`config.mk`:
```
export PLATFORM = sky130hd
export DESIGN_NAME = mem_access_unit
export DESIGN_NICKNAME = d
export VERILOG_FILES = /design/src/rtl/mem_pkg.sv /design/src/rtl/load_align.sv /design/src/rtl/mem_access_unit.sv
export SDC_FILE = /design/constraint.sdc
export NUM_CORES = 1
export LEC_CHECK = 0
export BUFFER_PORTS_ARGS = -buffer_cell sky130_fd_sc_hd__clkbuf_2
export CAP_MARGIN = 20
export CORE_UTILIZATION = 40
export CTS_CLUSTER_SIZE = 14
export DETAILED_ROUTE_END_ITERATION = 8
export PLACE_DENSITY_LB_ADDON = 0.05
export SYNTH_ARGS = -nofsm -noshare
export SYNTH_HDL_FRONTEND = slang
export SYNTH_SLANG_ARGS = --single-unit
```
`constraint.sdc`:
```
create_clock -name clk -period 3.1 [get_ports clk]
set_clock_uncertainty 0.2 [all_clocks]
set_input_delay 0.31 -clock clk [delete_from_list [all_inputs] [get_ports clk]]
set_output_delay 0.31 -clock clk [all_outputs]
set_load 0.05 [all_outputs]
```
`src/rtl/mem_pkg.sv`:
```
// mem_pkg
//   Shared definitions for the memory-stage load/store engine:
//   RV32I funct3 access encodings, FSM state type, byte-enable
//   constants and a legality helper used by mem_access_unit.
package mem_pkg;

  localparam logic [2:0] F3_B  = 3'b000;
  localparam logic [2:0] F3_H  = 3'b001;
  localparam logic [2:0] F3_W  = 3'b010;
  localparam logic [2:0] F3_BU = 3'b100;
  localparam logic [2:0] F3_HU = 3'b101;

  typedef enum logic {IDLE, WAIT} mem_state_t;

  localparam logic [3:0] BE_NONE = 4'b0000;
  localparam logic [3:0] BE_B0   = 4'b0001;
  localparam logic [3:0] BE_H0   = 4'b0011;
  localparam logic [3:0] BE_H1   = 4'b1100;
  localparam logic [3:0] BE_ALL  = 4'b1111;

  // Stores have no unsigned variants, so only the plain B/H/W codes are legal.
  function automatic logic f3_legal(input logic [2:0] f3, input logic is_store);
    logic ok;
    ok = 1'b0;
    case (f3)
      F3_B, F3_H, F3_W: ok = 1'b1;
      F3_BU, F3_HU:     ok = !is_store;
      default:          ok = 1'b0;
    endcase
    return ok;
  endfunction

endpackage

```
`src/rtl/load_align.sv`:
```
// load_align
//   Combinational load formatter: picks the addressed byte or halfword
//   out of the returned memory word and sign/zero extends it.
//   Ports:
//     rdata   in  32  word returned by data memory
//     addr_lo in  2   low byte-address bits of the load
//     funct3  in  3   RV32I load size/sign encoding
//     data    out 32  extended load result
module load_align
  import mem_pkg::*;
(
  input  logic [31:0] rdata,
  input  logic [1:0]  addr_lo,
  input  logic [2:0]  funct3,
  output logic [31:0] data
);

  logic [7:0]  sel_byte;
  logic [15:0] sel_half;

  always_comb begin
    sel_byte = rdata[7:0];
    case (addr_lo)
      2'd0: sel_byte = rdata[7:0];
      2'd1: sel_byte = rdata[15:8];
      2'd2: sel_byte = rdata[23:16];
      2'd3: sel_byte = rdata[31:24];
      default: sel_byte = rdata[7:0];
    endcase
    sel_half = addr_lo[1] ? rdata[31:16] : rdata[15:0];

    case (funct3)
      F3_B:    data = {{24{sel_byte[7]}}, sel_byte};
      F3_BU:   data = {24'b0, sel_byte};
      F3_H:    data = {{16{sel_half[15]}}, sel_half};
      F3_HU:   data = {16'b0, sel_half};
      default: data = rdata;
    endcase
  end

endmodule

```
`src/rtl/mem_access_unit.sv`:
```
// mem_access_unit
//   Memory-stage load/store engine. Accepts the E->M register outputs,
//   runs one req/ack transaction on the data-memory port per access,
//   steers store bytes, formats load data and stalls the upstream
//   pipeline until the access finishes. Misaligned accesses, illegal
//   funct3 codes and a missing ack all produce a one-cycle fault pulse.
//   Ports:
//     clk, rst          clock / synchronous active-high reset
//     m_aluresult       effective byte address
//     m_writedata       store data
//     m_memread/write   load / store present in M
//     m_funct3          access size and sign
//     m_regwrite        regwrite from E->M register
//     m_regwrite_gated  regwrite to W, suppressed while stalled/faulted
//     m_readdata        extended load data to W
//     m_stall           hold PC/F/D/E/M registers
//     m_fault           one-cycle fault pulse
//     dmem_req/we/addr/wdata/be  registered memory request
//     dmem_rdata/ack    memory response
module mem_access_unit
  import mem_pkg::*;
#(
  parameter int DATA_WIDTH     = 32,
  parameter int ADDRESS_WIDTH  = 32,
  parameter int TIMEOUT_CYCLES = 255
) (
  input  logic                     clk,
  input  logic                     rst,
  input  logic [ADDRESS_WIDTH-1:0] m_aluresult,
  input  logic [DATA_WIDTH-1:0]    m_writedata,
  input  logic                     m_memread,
  input  logic                     m_memwrite,
  input  logic [2:0]               m_funct3,
  input  logic                     m_regwrite,
  output logic                     m_regwrite_gated,
  output logic [DATA_WIDTH-1:0]    m_readdata,
  output logic                     m_stall,
  output logic                     m_fault,
  output logic                     dmem_req,
  output logic                     dmem_we,
  output logic [ADDRESS_WIDTH-1:0] dmem_addr,
  output logic [DATA_WIDTH-1:0]    dmem_wdata,
  output logic [3:0]               dmem_be,
  input  logic [DATA_WIDTH-1:0]    dmem_rdata,
  input  logic                     dmem_ack
);

  localparam int CW = $clog2(TIMEOUT_CYCLES + 1);

  mem_state_t    state_q;
  logic [CW-1:0] wait_cnt_q;
  logic [1:0]    addr_lo_q;
  logic [2:0]    funct3_q;

  logic                  access;
  logic                  legal;
  logic                  aligned;
  logic                  start_ok;
  logic                  start_bad;
  logic                  timeout_hit;
  logic [DATA_WIDTH-1:0] st_wdata;
  logic [3:0]            st_be;
  logic [31:0]           load_data;

  // Classify the access presented in M: both read and write together is
  // treated as illegal, otherwise funct3 legality depends on direction.
  always_comb begin
    access  = m_memread | m_memwrite;
    legal   = !(m_memread && m_memwrite) && f3_legal(m_funct3, m_memwrite);
    aligned = 1'b1;
    case (m_funct3[1:0])
      2'b10:   aligned = (m_aluresult[1:0] == 2'b00);
      2'b01:   aligned = (m_aluresult[0] == 1'b0);
      default: aligned = 1'b1;
    endcase
    start_ok    = (state_q == IDLE) && access && legal && aligned;
    start_bad   = (state_q == IDLE) && access && !(legal && aligned);
    timeout_hit = (state_q == WAIT) && !dmem_ack &&
                  (wait_cnt_q == CW'(TIMEOUT_CYCLES - 1));
  end

  // Store lane steering: data is replicated across lanes so memory only
  // needs the byte enables to pick the right bytes.
  always_comb begin
    st_wdata = m_writedata;
    st_be    = BE_ALL;
    case (m_funct3[1:0])
      2'b00: begin
        st_wdata = {4{m_writedata[7:0]}};
        st_be    = BE_B0 << m_aluresult[1:0];
      end
      2'b01: begin
        st_wdata = {2{m_writedata[15:0]}};
        st_be    = m_aluresult[1] ? BE_H1 : BE_H0;
      end
      default: begin
        st_wdata = m_writedata;
        st_be    = BE_ALL;
      end
    endcase
  end

  // Load formatting uses the latched low address bits and funct3 so the
  // result does not depend on M inputs staying stable during WAIT.
  load_align u_load_align (
    .rdata   (dmem_rdata),
    .addr_lo (addr_lo_q),
    .funct3  (funct3_q),
    .data    (load_data)
  );

  // Pipeline-facing outputs. Faulting accesses and timeouts release the
  // stall but suppress regwrite so the instruction retires as a bubble.
  always_comb begin
    m_stall          = 1'b0;
    m_regwrite_gated = 1'b0;
    m_readdata       = '0;
    if (!rst) begin
      case (state_q)
        IDLE: begin
          if (!access) begin
            m_regwrite_gated = m_regwrite;
          end else if (start_ok) begin
            m_stall = 1'b1;
          end
        end
        WAIT: begin
          if (dmem_ack) begin
            m_regwrite_gated = m_regwrite;
            m_readdata       = dmem_we ? '0 : load_data;
          end else if (!timeout_hit) begin
            m_stall = 1'b1;
          end
        end
        default: ;
      endcase
    end
  end

  // FSM, request registers, wait counter and fault pulse. A late ack in
  // IDLE falls through without effect.
  always_ff @(posedge clk) begin
    if (rst) begin
      state_q    <= IDLE;
      wait_cnt_q <= '0;
      addr_lo_q  <= 2'b00;
      funct3_q   <= 3'b000;
      m_fault    <= 1'b0;
      dmem_req   <= 1'b0;
      dmem_we    <= 1'b0;
      dmem_addr  <= '0;
      dmem_wdata <= '0;
      dmem_be    <= BE_NONE;
    end else begin
      m_fault <= start_bad || timeout_hit;
      case (state_q)
        IDLE: begin
          if (start_ok) begin
            state_q    <= WAIT;
            wait_cnt_q <= '0;
            addr_lo_q  <= m_aluresult[1:0];
            funct3_q   <= m_funct3;
            dmem_req   <= 1'b1;
            dmem_we    <= m_memwrite;
            dmem_addr  <= {m_aluresult[ADDRESS_WIDTH-1:2], 2'b00};
            dmem_wdata <= m_memwrite ? st_wdata : '0;
            dmem_be    <= st_be;
          end
        end
        WAIT: begin
          if (dmem_ack || timeout_hit) begin
            state_q    <= IDLE;
            wait_cnt_q <= '0;
            dmem_req   <= 1'b0;
            dmem_we    <= 1'b0;
            dmem_be    <= BE_NONE;
          end else begin
            wait_cnt_q <= wait_cnt_q + CW'(1);
          end
        end
        default: state_q <= IDLE;
      endcase
    end
  end

endmodule
```
Word level (Yosys, flattened, before mapping)
Index checks and enable logic that the tools add are counted.
{ "op_classes": {"n_addsub": 1, "eq_ne": 15, "n_shift": 1, "n_mux": 36, "bitwise_logic": 3, "n_reduce_logical": 24} }
{ "ops": {"columns": ["operator", "count"], "rows": [
  ["$mux W32", 5],
  ["$pmux W32 S4", 1],
  ["$pmux W32 S2", 1],
  ["$pmux W8 S4", 1],
  ["$mux W16", 1],
  ["$mux W8", 2],
  ["$pmux W4 S2", 2],
  ["$pmux W8 S2", 1],
  ["$pmux W1 S2", 7],
  ["$eq A3 B3 Y1 const B", 4],
  ["$mux W1", 12],
  ["$mux W4", 3],
  ["$logic_and A1 B1 Y1", 9],
  ["$add A8 B1 Y8 const B", 1],
  ["$eq A8 B8 Y1 const B", 1],
  ["$eq A2 B2 Y1 const B", 3],
  ["$eq A3 B1 Y1 const B", 2],
  ["$logic_not A2 Y1", 3],
  ["$logic_not A3 Y1", 2],
  ["$eq A2 B1 Y1 const B", 2],
  ["$logic_not A1 Y1", 4],
  ["$reduce_and A2 Y1", 2],
  ["$shl A1 B2 Y4 const A", 1],
  ["$eq A3 B2 Y1 const B", 1],
  ["other kinds (7)", 9]
]} }
{ "word_totals": {"regBits": 83, "in_bits": 105, "out_inout_bits": 105, "word_cells": 90} }

Logic depth before layout (Yosys ltp)
Gate-level depths: netlist of the first run.
{ "depth": {"ltp_word": 10, "mapped_depth": 11, "mapped_depth_nobuf": 7} }

By module
A second synthesis of the first run with hierarchy kept.
{ "unflattened": {"cells_unflattened": 582, "area_unflattened_um2": 4735.8} }
{ "by_module_without_submodules": {"columns": ["mod", "n_inst", "cells_per_inst", "area_each_um2", "seq_area_each_um2"], "rows": [
  ["mem_access_unit", 1, 471, 4067.7, 1661.6],
  ["load_align", 1, 111, 668.1, 0.0]
]} }

Worst setup path after synthesis of the first run
OpenSTA, ideal clock, no wires.
{ "synth_path": {"path_kind": "register to output", "from": "reg dmem_we", "to": "out m_readdata[7]", "t_arrival_ns": 3.513, "t_required_ns": 2.590, "path_slack_ns": -0.923, "stages_incl_launch_ff": 4, "path_buffers": 1, "path_cell_list": "dfxtp_1 or3_1 clkbuf_1 a2111oi_0"} }
{ "synth_between": {"elab_chain_cells": 4} }
{ "synth_lines": {"columns": ["item", "line_no", "source"], "rows": [
  ["start, declared", "mem_access_unit.sv:40", "output logic dmem_we,"],
  ["start signal, assigned", "mem_access_unit.sv:164", "dmem_we <= m_memwrite;"],
  ["$mux W32", "mem_access_unit.sv:130", "m_readdata = dmem_we ? '0 : load_data;"],
  ["$mux W32", "mem_access_unit.sv:128", "if (dmem_ack) begin"],
  ["$mux W32", "mem_access_unit.sv:119", "case (state_q)"],
  ["$mux W32", "mem_access_unit.sv:118", "if (!rst) begin"],
  ["end, declared", "mem_access_unit.sv:36", "output logic [DATA_WIDTH-1:0] m_readdata,"]
]} }
No other way between the ends.

Final worst setup path of the first run
{ "layout_path": {"from": "reg addr_lo_q[1]", "to": "out m_readdata[14]"} }
{ "layout_between": {"elab_chain_cells": 7, "elab_cells_between_ends": 11, "cone_classes": "3 x eq/ne; 7 x mux; 1 x reduce/logical"} }
{ "layout_lines": {"columns": ["item", "line_no", "source"], "rows": [
  ["start, declared", "mem_access_unit.sv:52", "logic [1:0] addr_lo_q;"],
  ["start signal, assigned", "mem_access_unit.sv:161", "addr_lo_q <= m_aluresult[1:0];"],
  ["$eq A2 B2 Y1 (tied with other cells)", "load_align.sv:23", "case (addr_lo)"],
  ["$pmux W8 S4", "load_align.sv:23", null],
  ["$pmux W32 S4 *", "load_align.sv:32", "case (funct3)"],
  ["$mux W32 *", "mem_access_unit.sv:130", null],
  ["$mux W32 *", "mem_access_unit.sv:128", null],
  ["$mux W32 *", "mem_access_unit.sv:119", null],
  ["$mux W32 *", "mem_access_unit.sv:118", null]
]} }
Every way passes the cells marked *; elsewhere a longest branch is shown, timed or not.

==> flow_summary.yaml, run 1 <==
status:
  status: "complete, no violations"
logic_synthesis:
  synthesis.yosys.warnings: 0
  synth-edff-count: 0
  synth_seq_cells: 83
  postSynthCellCount: 535
  combined_area_of_all_synthesized_cells_um2: 4230
  seq_area_frac_synth_pct: 39.3
  synth_async_sr_flop_share_pct: 0
  syn_avg_cell_area_um2: 7.91
  synth.lib_cells_used.distinct: 55
  synth_top_flop_cell: "sky130_fd_sc_hd__dfxtp_1"
global_route:
  total_congestion_overflow_after_global_routing: 0
  grt_antenna_before_repair: 0
  grt.total_usage_pct: 23.9
  grt_pass1_wl_mm: 21.3
  via_count_of_the_first_global_routing_pass: 4424
  grt_start_max_net_pins: 48
clocking:
  clkSlewWorstSetupHoldPaths_ns: 0.09
  cts_max_level: 3
  cts-resized-gates: 0
  total_cts_buffers: 9
  tritoncts: "built"
  cts.root.buffer_cell: "sky130_fd_sc_hd__clkbuf_8"
  clock_sink_count: 83
  worstSkewPairLatency_ns: 0.34
  cts.path.max_buffers: 2
die:
  design.portCount: 210
  num_rows: 37
  die_y_um: 105
  placeableCoreArea_um2: 10300
  floorplan.initialDensity_pct: 41.2
  die_area_um2: 11000
  die_x_um: 105
sta:
  hold_viol_final: 0
  period_minus_slack_ns: 2.92
  max_fclk_ghz: 0.343
  ratio_of_final_minimum_period_to_clock_period_pct: 94.1
  fin_tns_setup_ns: 0
  final_critical_path_setup_slack_ns: 0.184
  slew_violations: 0
  tightest_slew_ns: 0.675
  grt_setup_unrepaired: "false"
  timing.final.setup_violations: 0
  slew_headroom_pct: 54.9
finish:
  finalNetCount: 864
  layout-drive-gt1-share_pct: 34.3
  syn2layout_area_growth_pct: 40.8
  n_antenna_cell: 0
  commonest_cells_after_routing_fill_and_taps_aside: "sky130_fd_sc_hd__clkbuf_2, sky130_fd_sc_hd__nand2_1, sky130_fd_sc_hd__dfxtp_1, sky130_fd_sc_hd__a21oi_1, sky130_fd_sc_hd__nor2_1"
  layout_commonest_cell: "sky130_fd_sc_hd__clkbuf_2"
route:
  avgRoutedWirePerCell_um: 14.9
  number_of_drc_violations_after_detailed_routing_iteration_0: 304
  dr_total_vias: 4740
  wirelength_mm: 13.3
  drt_pass1_iterations: 4
  detail-route-antenna-nets: 0
  detail_route.vias_per_cell: 5.30
  route.detailed.drc: 0
power:
  power.ir.vdd_worst_uv: 247
  leakage_nw: 2.72
  power.density_cell_area_nw_per_um2: 414
min_path:
  worst_case_hold_path_end_point: "dmem_wdata[27]$_SDFFE_PP0P_"
  hold_path_startpoint: "m_writedata[27]"
  hold_depth: 3
  timing.hold.worst.class: "input port to flop"
critical_path:
  critical_path.endpoint_type: "output port"
  critical_path.startpoint_type: "flop"
  critPathMaxFanout: 8
  critPathKind: "flop to output port"
  worst_r2r_startpoint: "wait_cnt_q[0]$_SDFFE_PP0P_"
  worst-r2r-cell-count: 7
  critical_path.reg2reg.endpoint: "wait_cnt_q[4]$_SDFFE_PP0P_"
  crit_arrival_ns: 2.41
  rrSetupSlack_ns: 0.97
  worst-endpoint-required_ns: 2.59
placement:
  dp_worst_setup_slack_ns: 0.354
  number_of_port_buffers: 207
  routabilityCongestion: 0.944
  dp_hpwl_mm: 9.48
run:
  max_cap_violation_count: 0
per-layer routing:
metal / part of all wire, % / vias up / GRT usage, %
met5: 0 / - / 0
met4: 1.4 / 0 / 8.15
met3: 7.2 / 14 / 6.67
met2: 49 / 184 / 41.3
met1: 42 / 2227 / 28.3
li1: - / 2315 / -
cells in the mapped netlist (8+ instances only):
cell,number,area [um^2]
sky130_fd_sc_hd__clkbuf_1,28,105
sky130_fd_sc_hd__o21ai_0,11,55.1
sky130_fd_sc_hd__nand3_1,14,70.1
sky130_fd_sc_hd__buf_2,9,45.0
sky130_fd_sc_hd__nor3_1,8,40.0
sky130_fd_sc_hd__a221oi_1,8,70.1
sky130_fd_sc_hd__mux2_2,8,90.1
sky130_fd_sc_hd__nand2_1,116,435
sky130_fd_sc_hd__nand3b_1,16,120
sky130_fd_sc_hd__nor2_1,34,128
sky130_fd_sc_hd__a22oi_1,8,60.1
sky130_fd_sc_hd__a21o_1,16,120
sky130_fd_sc_hd__dfxtp_1,83,1660
sky130_fd_sc_hd__a22o_1,9,78.8
sky130_fd_sc_hd__inv_1,17,63.8
sky130_fd_sc_hd__a21oi_1,50,250
sky130_fd_sc_hd__o31ai_1,17,128
cells by family after synthesis:
| group | Yosys count | synth area share (%) |
|---|---|---|
| buffers and inverters | 62 | 6.39 |
| DFF | 83 | 39.3 |
| muxes | 9 | 2.66 |
| xor gates and xnor gates | 1 | 0.207 |
| adders and majority gates | 6 | 1.72 |
| AOI/OAI and AO/OA | 162 | 27.0 |
| and+or+nand+nor | 211 | 22.7 |
| other | 1 | 0.0886 |
power breakdown:
part | switching, mW | total, mW | internal (mW)
Combinational | 0.374 | 0.567 | 0.193
Clock | 0.375 | 0.766 | 0.391
Sequential | 0.0265 | 1.13 | 1.10
Total | 0.775 | 2.46 | 1.69
critical path, cell delays in order (launching register included):
cell and delay [ns]:
sky130_fd_sc_hd__dfxtp_1 0.36, sky130_fd_sc_hd__mux4_2 0.53, sky130_fd_sc_hd__nand2b_1 0.16, sky130_fd_sc_hd__nor2_1 0.05
sky130_fd_sc_hd__nor2_1 0.48, sky130_fd_sc_hd__a221oi_1 0.27, sky130_fd_sc_hd__buf_12 0.23
state kept, by name, summed over array words and instances (netlist names):
name / count
addr_lo_q: 2
dmem_addr: 30
dmem_be: 4
dmem_req: 1
dmem_wdata: 32
dmem_we: 1
funct3_q: 3
m_fault: 1
state_q: 1
wait_cnt_q: 8
how the worst max path moves through the flow:
stage                               from        endpoint  slack [ns]  depth (start not counted)
4_1_cts        addr_lo_q[1]$_SDFFE_PP0P_  m_readdata[14]        0.17                          6
5_1_grt        addr_lo_q[1]$_SDFFE_PP0P_  m_readdata[14]        0.05                          6
3_5_place_dp                 m_funct3[1]         m_stall        0.35                          8
3_3_place_gp                 m_funct3[1]         m_stall        0.44                          8
6_report       addr_lo_q[1]$_SDFFE_PP0P_  m_readdata[14]        0.18                          6
2_1_floorplan       dmem_we$_SDFFE_PP0P_  m_readdata[10]        0.11                          4
repair_timing:
action | CTS | global route
buffers inserted | 0 | 0
endpoints found under the setup margin | 0 | 0
hold buffers | 30 | 0
hold endpoints to repair | 30 | 0
stage by stage:
stage                     cell area [um^2]  total power [mW]  cells  utilization (%)  hold WS (ns)
after global routing                  5960              2.58    894             57.9        0.0242
after CTS                             5960              2.49    894             57.9        0.0245
final                                 5960              2.46    894             57.9        0.0344
after floorplan                       4240              1.51    536                -         0.243
after detailed placement              5460              1.69    849             53.2         0.246
after global placement                5460              1.68    849             53.2         0.241
final cells by class:
cell class	instances	area, um^2
clock buffer	11	141
tap	136	170
clock inverter	4	51.3
multi-input combinational	391	2310
sequential	83	1660
timing repair buffer	252	1550
fill	1005	4320
inverter	17	63.8
(Power assumes the default switching activity.)
==> run 2, diff against run 1 <==
- GPL_ROUTABILITY_DRIVEN: default -> 1
- clock period: 3.1 -> 2.5 ns (I/O delays scaled with it)
==> run 2 against run 1 <==
Register-to-register slack worse by 0.65 ns. Non-clock buffer count up 39. Cell count up 4.5%. Cell area up 9.6%. Clock power up 42%. Wire length up 4.8%. Via count up 4.3%. Global-route usage up 1.1 points. Sequential power up 24%. Total power up 33%. Combinational power up 38%. First-iteration DRC count up 14%.
==> flow_summary.yaml, run 2 (synthesis gave the netlist of run 1 again) <==
route:
  routed-wl-met3_um: 923
  detail_route.vias_per_cell: 5.29
  drt_pass1_iterations: 5
  number_of_drc_violations_after_detailed_routing_iteration_0: 347
  route.layer.met1.wl_mm: 5.73
  route.detailed.drc: 0
  avgRoutedWirePerCell_um: 14.9
  wirelength_mm: 13.9
  wl_met2_mm: 6.82
  top_signal_layer_used: "met4"
  detail-route-antenna-nets: 0
  dr_total_vias: 4945
clocking:
  clkSlewWorstSetupHoldPaths_ns: 0.08
  cts.root.buffer_cell: "sky130_fd_sc_hd__clkbuf_8"
  cts_max_level: 3
  tritoncts: "built"
  clock_sink_count: 83
  worstSkewPairLatency_ns: 0.34
  cts.path.max_buffers: 2
  total_cts_buffers: 9
critical_path:
  worst-endpoint-required_ns: 2.05
  worst-r2r-cell-count: 7
  critical_path.endpoint_type: "output port"
  critical_path.startpoint_type: "flop"
  critPathKind: "flop to output port"
  critPathMaxFanout: 8
  crit_arrival_ns: 2.02
global_route:
  grt.total_usage_pct: 25.0
  grt_pass1_wl_mm: 22.3
  total_congestion_overflow_after_global_routing: 0
  grt_start_max_net_pins: 57
  grt_antenna_before_repair: 0
  via_count_of_the_first_global_routing_pass: 4621
placement:
  routabilityCongestion: 0.934
  dp_cells: 858
  postPlaceCellArea_um2: 5530
  dp_worst_setup_slack_ns: 0.174
  dp_hpwl_mm: 9.28
  number_of_port_buffers: 207
sta:
  timing.final.setup_violations: 0
  slew_headroom_pct: 59.5
  grt_setup_unrepaired: "true"
  max_fclk_ghz: 0.406
  hold_viol_final: 0
  period_minus_slack_ns: 2.47
  ratio_of_final_minimum_period_to_clock_period_pct: 98.6
  fin_tns_setup_ns: 0
  slew_violations: 0
  tightest_slew_ns: 0.607
  final_critical_path_setup_slack_ns: 0.0347
  hold_slack_ns: 0.00989
run:
  max_cap_violation_count: 0
finish:
  reg.largest.list: "dmem_wdata: 32 flops, dmem_addr: 30 flops, wait_cnt_q: 8 flops"
  commonest_cells_after_routing_fill_and_taps_aside: "sky130_fd_sc_hd__clkbuf_2, sky130_fd_sc_hd__nand2_1, sky130_fd_sc_hd__dfxtp_1, sky130_fd_sc_hd__dlygate4sd3_1, sky130_fd_sc_hd__a21oi_1"
  final-seq-area_um2: 1670
  utilization_pct: 63.5
  finalNetCount: 903
  layout.cells.non_filler: 934
  fill_cell_instance_count_of_the_final_layout: 910
  layout_commonest_cell: "sky130_fd_sc_hd__clkbuf_2"
  multi_input_area_um2: 2380
  layout.cell_area.non_filler_um2: 6530
  n_antenna_cell: 0
  syn2layout_area_growth_pct: 54.3
  largest_register_ffs: 32
  layout-drive-gt1-share_pct: 36.8
  register_with_the_most_flip_flops: "dmem_wdata"
power:
  leakage_nw: 2.92
  report.power.total_mw: 3.27
  power.density_cell_area_nw_per_um2: 501
  power.ir.vdd_worst_uv: 303
min_path:
  hold_depth: 3
  timing.hold.worst.class: "input port to flop"
die:
  die_x_um: 105
  num_rows: 37
  placeableCoreArea_um2: 10300
  floorplan.initialDensity_pct: 41.2
  design.portCount: 210
  die_y_um: 105
  die_area_um2: 11000
status:
  status: "complete, no violations"
-- run 2: changes by cell type in the layout (fill, tap and decap cells not counted), moves of 10 or more --
cell                            delta
sky130_fd_sc_hd__buf_6            +12
sky130_fd_sc_hd__dlygate4sd3_1    +28
sky130_fd_sc_hd__buf_4            +14
sky130_fd_sc_hd__a21o_2           +10
sky130_fd_sc_hd__a21o_1           -10
sky130_fd_sc_hd__clkbuf_2         -19
-- run 2: layer usage --
layer | up-vias | track usage (%)
met3 | 37 | 5.12
met2 | 225 | 43.9
li1 | 2397 | -
met1 | 2286 | 28.6
met5 | - | 0
met4 | 0 | 12.6
-- run 2: repair_timing --
item                                    CTS  global route
pin swaps                                 0             1
gates cloned                              0             1
hold endpoints to repair                 58             0
hold buffers                             58             0
endpoints found under the setup margin   23            32
buffers inserted                          0             1
gates resized for setup                  32            39
-- run 2: critical path: stages, from the launching register on --
cell	delay (ns)
sky130_fd_sc_hd__dfxtp_2	0.33
sky130_fd_sc_hd__mux4_2	0.37
sky130_fd_sc_hd__nand2b_4	0.07
sky130_fd_sc_hd__a2111oi_4	0.42
sky130_fd_sc_hd__buf_6	0.20
sky130_fd_sc_hd__a21o_2	0.10
sky130_fd_sc_hd__buf_4	0.18
-- run 2: report_power, final --
group	internal [mW]	switching, mW	leakage (nW)
logic	0.295	0.485	2.13
registers	1.37	0.0307	0.674
clock network	0.616	0.476	0.113
total	2.28	0.991	2.92
-- run 2: path summary, 6_finish.rpt --
| path | end | from | slack, ns |
|---|---|---|---|
| worst min-delay path | dmem_wdata[14]$_SDFFE_PP0P_ | m_writedata[14] | 0.01 |
| worst max-delay path | m_readdata[23] | addr_lo_q[1]$_SDFFE_PP0P_ | 0.03 |
| worst min register to register | dmem_wdata[18]$_SDFFE_PP0P_ | dmem_wdata[18]$_SDFFE_PP0P_ | 0.26 |
| worst max register to register | wait_cnt_q[4]$_SDFFE_PP0P_ | wait_cnt_q[0]$_SDFFE_PP0P_ | 0.32 |
-- run 2: cell type report --
cell class / count / share of cell area [%]
well taps: 136 / 2.61
repair buffers: 291 / 30.9
multi-input cells: 391 / 36.5
flip-flops and latches: 83 / 25.5
clock buffers: 12 / 2.38
inverters: 17 / 0.978
clock inverters: 4 / 1.11
==> run 3, diff against run 2 <==
- BUFFER_PORTS_ARGS: -buffer_cell sky130_fd_sc_hd__clkbuf_2 -> default
- CORE_UTILIZATION: 40 -> 45
- DONT_BUFFER_PORTS: default -> 1
==> run 3 against run 2 <==
Via count down 16%. Sequential share of layout area rose by 4.2 points. First-iteration DRC count fell by 31%. Critical path type unchanged. Non-clock buffer count shrank 183. Critical endpoint is now m_readdata[20]. Cell area is 14% lower. Clock power fell by 9.5%. Highest routed layer unchanged. Cell count down 22%.
==> flow_summary.yaml, run 3 (synthesis gave the netlist of run 1 again) <==
die:
  num_rows: 35
  floorplan.initialDensity_pct: 46.2
  placeableCoreArea_um2: 9150
  die_area_um2: 9790
  die_y_um: 99.0
  design.portCount: 210
  die_x_um: 99.0
sta:
  timing.final.setup_violations: 0
  tightest_slew_ns: 0.643
  hold_slack_ns: 0.00908
  grt_setup_unrepaired: "true"
  ratio_of_final_minimum_period_to_clock_period_pct: 98.7
  hold_viol_final: 0
  slew_headroom_pct: 57.0
  final_critical_path_setup_slack_ns: 0.0336
  period_minus_slack_ns: 2.47
  slew_violations: 0
  max_fclk_ghz: 0.405
finish:
  commonest_cells_after_routing_fill_and_taps_aside: "sky130_fd_sc_hd__nand2_1, sky130_fd_sc_hd__dfxtp_1, sky130_fd_sc_hd__dlygate4sd3_1, sky130_fd_sc_hd__a21oi_1, sky130_fd_sc_hd__nor2_1"
  register_with_the_most_flip_flops: "dmem_wdata"
  layout_commonest_cell: "sky130_fd_sc_hd__nand2_1"
  syn2layout_area_growth_pct: 32.5
  n_antenna_cell: 0
  largest_register_ffs: 32
  finalNetCount: 720
  layout-drive-gt1-share_pct: 17.9
  reg.largest.list: "dmem_wdata: 32 flops, dmem_addr: 30 flops, wait_cnt_q: 8 flops"
  utilization_pct: 61.3
placement:
  dp_hpwl_mm: 8.38
  routabilityCongestion: 0.765
  dp_worst_setup_slack_ns: 0.254
  number_of_port_buffers: 0
critical_path:
  worst-endpoint-required_ns: 2.05
  critPathMaxFanout: 11
  crit_arrival_ns: 2.02
  path_cells: "mux4_2 -> nand2b_4 -> a2111oi_4 -> buf_6 -> a21o_1 -> buf_12"
  worst_path_max_delay_cell: "sky130_fd_sc_hd__a2111oi_4"
  worst-r2r-cell-count: 8
  critPathMaxStageDelay_ns: 0.41
  critical_path.startpoint_type: "flop"
  critical_path.endpoint_type: "output port"
  critPathKind: "flop to output port"
route:
  drt_pass1_iterations: 5
  detail-route-antenna-nets: 0
  dr_total_vias: 4140
  detail_route.vias_per_cell: 5.70
  wirelength_mm: 12.6
  route.detailed.drc: 0
  avgRoutedWirePerCell_um: 17.3
  number_of_drc_violations_after_detailed_routing_iteration_0: 241
power:
  leakage_nw: 2.11
  power.ir.vdd_worst_uv: 514
  power.density_cell_area_nw_per_um2: 540
clocking:
  worstSkewPairLatency_ns: 0.35
  cts_max_level: 3
  clock_sink_count: 83
  cts.root.buffer_cell: "sky130_fd_sc_hd__clkbuf_8"
  tritoncts: "built"
  total_cts_buffers: 9
  clkSlewWorstSetupHoldPaths_ns: 0.09
  cts.path.max_buffers: 2
global_route:
  total_congestion_overflow_after_global_routing: 0
  grt.total_usage_pct: 25.4
  via_count_of_the_first_global_routing_pass: 3957
  grt_antenna_before_repair: 0
  grt_start_max_net_pins: 80
  grt_pass1_wl_mm: 20.0
min_path:
  timing.hold.worst.class: "input port to flop"
  hold_depth: 3
run:
  max_cap_violation_count: 0
status:
  status: "complete, no violations"
## run 3: changes by cell type in the layout (fill, tap and decap cells not counted), sizes merged
cell,before,now
clkinv,1,0
dlygate4sd3,58,63
buf,52,45
clkinvlp,1,2
inv,17,20
clkbuf,193,10
bufinv,2,1
## run 3: critical path, delay by kind of cell, from the launching register on
kind	cells	cell delay [ns]
buffers and inverters	2	0.35
flip-flops	1	0.34
AO/OA/AOI/OAI	2	0.54
AND/OR/NAND/NOR	1	0.07
multiplexers	1	0.37
## run 3: cell type report
cell class / instances / area, um^2
Tap cell: 111 / 139
Timing Repair Buffer: 108 / 1110
Clock buffer: 10 / 128
Clock inverter: 6 / 71.3
Multi-Input combinational cell: 391 / 2430
Inverter: 17 / 63.8
Sequential cell: 83 / 1660
Fill cell: 824 / 3550
## run 3: stage by stage
stage | setup TNS, ns | power, mW | cell area [um^2] | instances
floorplan | -4.42 | 1.88 | 4300 | 536
global placement | 0 | 1.94 | 4630 | 645
detailed placement | 0 | 1.94 | 4630 | 645
CTS | -0.0749 | 3.04 | 5540 | 726
global route | -0.766 | 3.16 | 5610 | 726
finish | 0 | 3.03 | 5610 | 726
## run 3: repair_timing
action / in CTS / in global routing
pin swaps: 1 / 2
buffers inserted: 1 / 0
hold endpoints to repair: 83 / 0
resized for setup: 9 / 15
endpoints found under the setup margin: 23 / 25
hold buffers: 64 / 0
## run 3: power breakdown
group / switching, mW / total (mW) / internal [mW]
clock: 0.513 / 0.986 / 0.473
combinational: 0.268 / 0.484 / 0.216
sequential: 0.188 / 1.56 / 1.37
total: 0.968 / 3.03 / 2.06
## run 3: worst paths after layout
path / start / to / slack, ns
worst max register to register: wait_cnt_q[0]$_SDFFE_PP0P_ / wait_cnt_q[6]$_SDFFE_PP0P_ / 0.14
worst max-delay path: addr_lo_q[1]$_SDFFE_PP0P_ / m_readdata[20] / 0.03
worst min-delay path: m_aluresult[0] / dmem_be[1]$_SDFFE_PP0P_ / 0.009
worst min register to register: wait_cnt_q[7]$_SDFFE_PP0P_ / wait_cnt_q[7]$_SDFFE_PP0P_ / 0.30
## run 3: metal layers
metal | global-route usage (%) | vias to the layer above | part of all wire [%]
met5 | 0 | - | 0
met4 | 7.46 | 0 | 1.5
met3 | 6.45 | 15 | 6.8
met2 | 45.2 | 146 | 51
met1 | 30.1 | 1939 | 41
li1 | - | 2040 | -
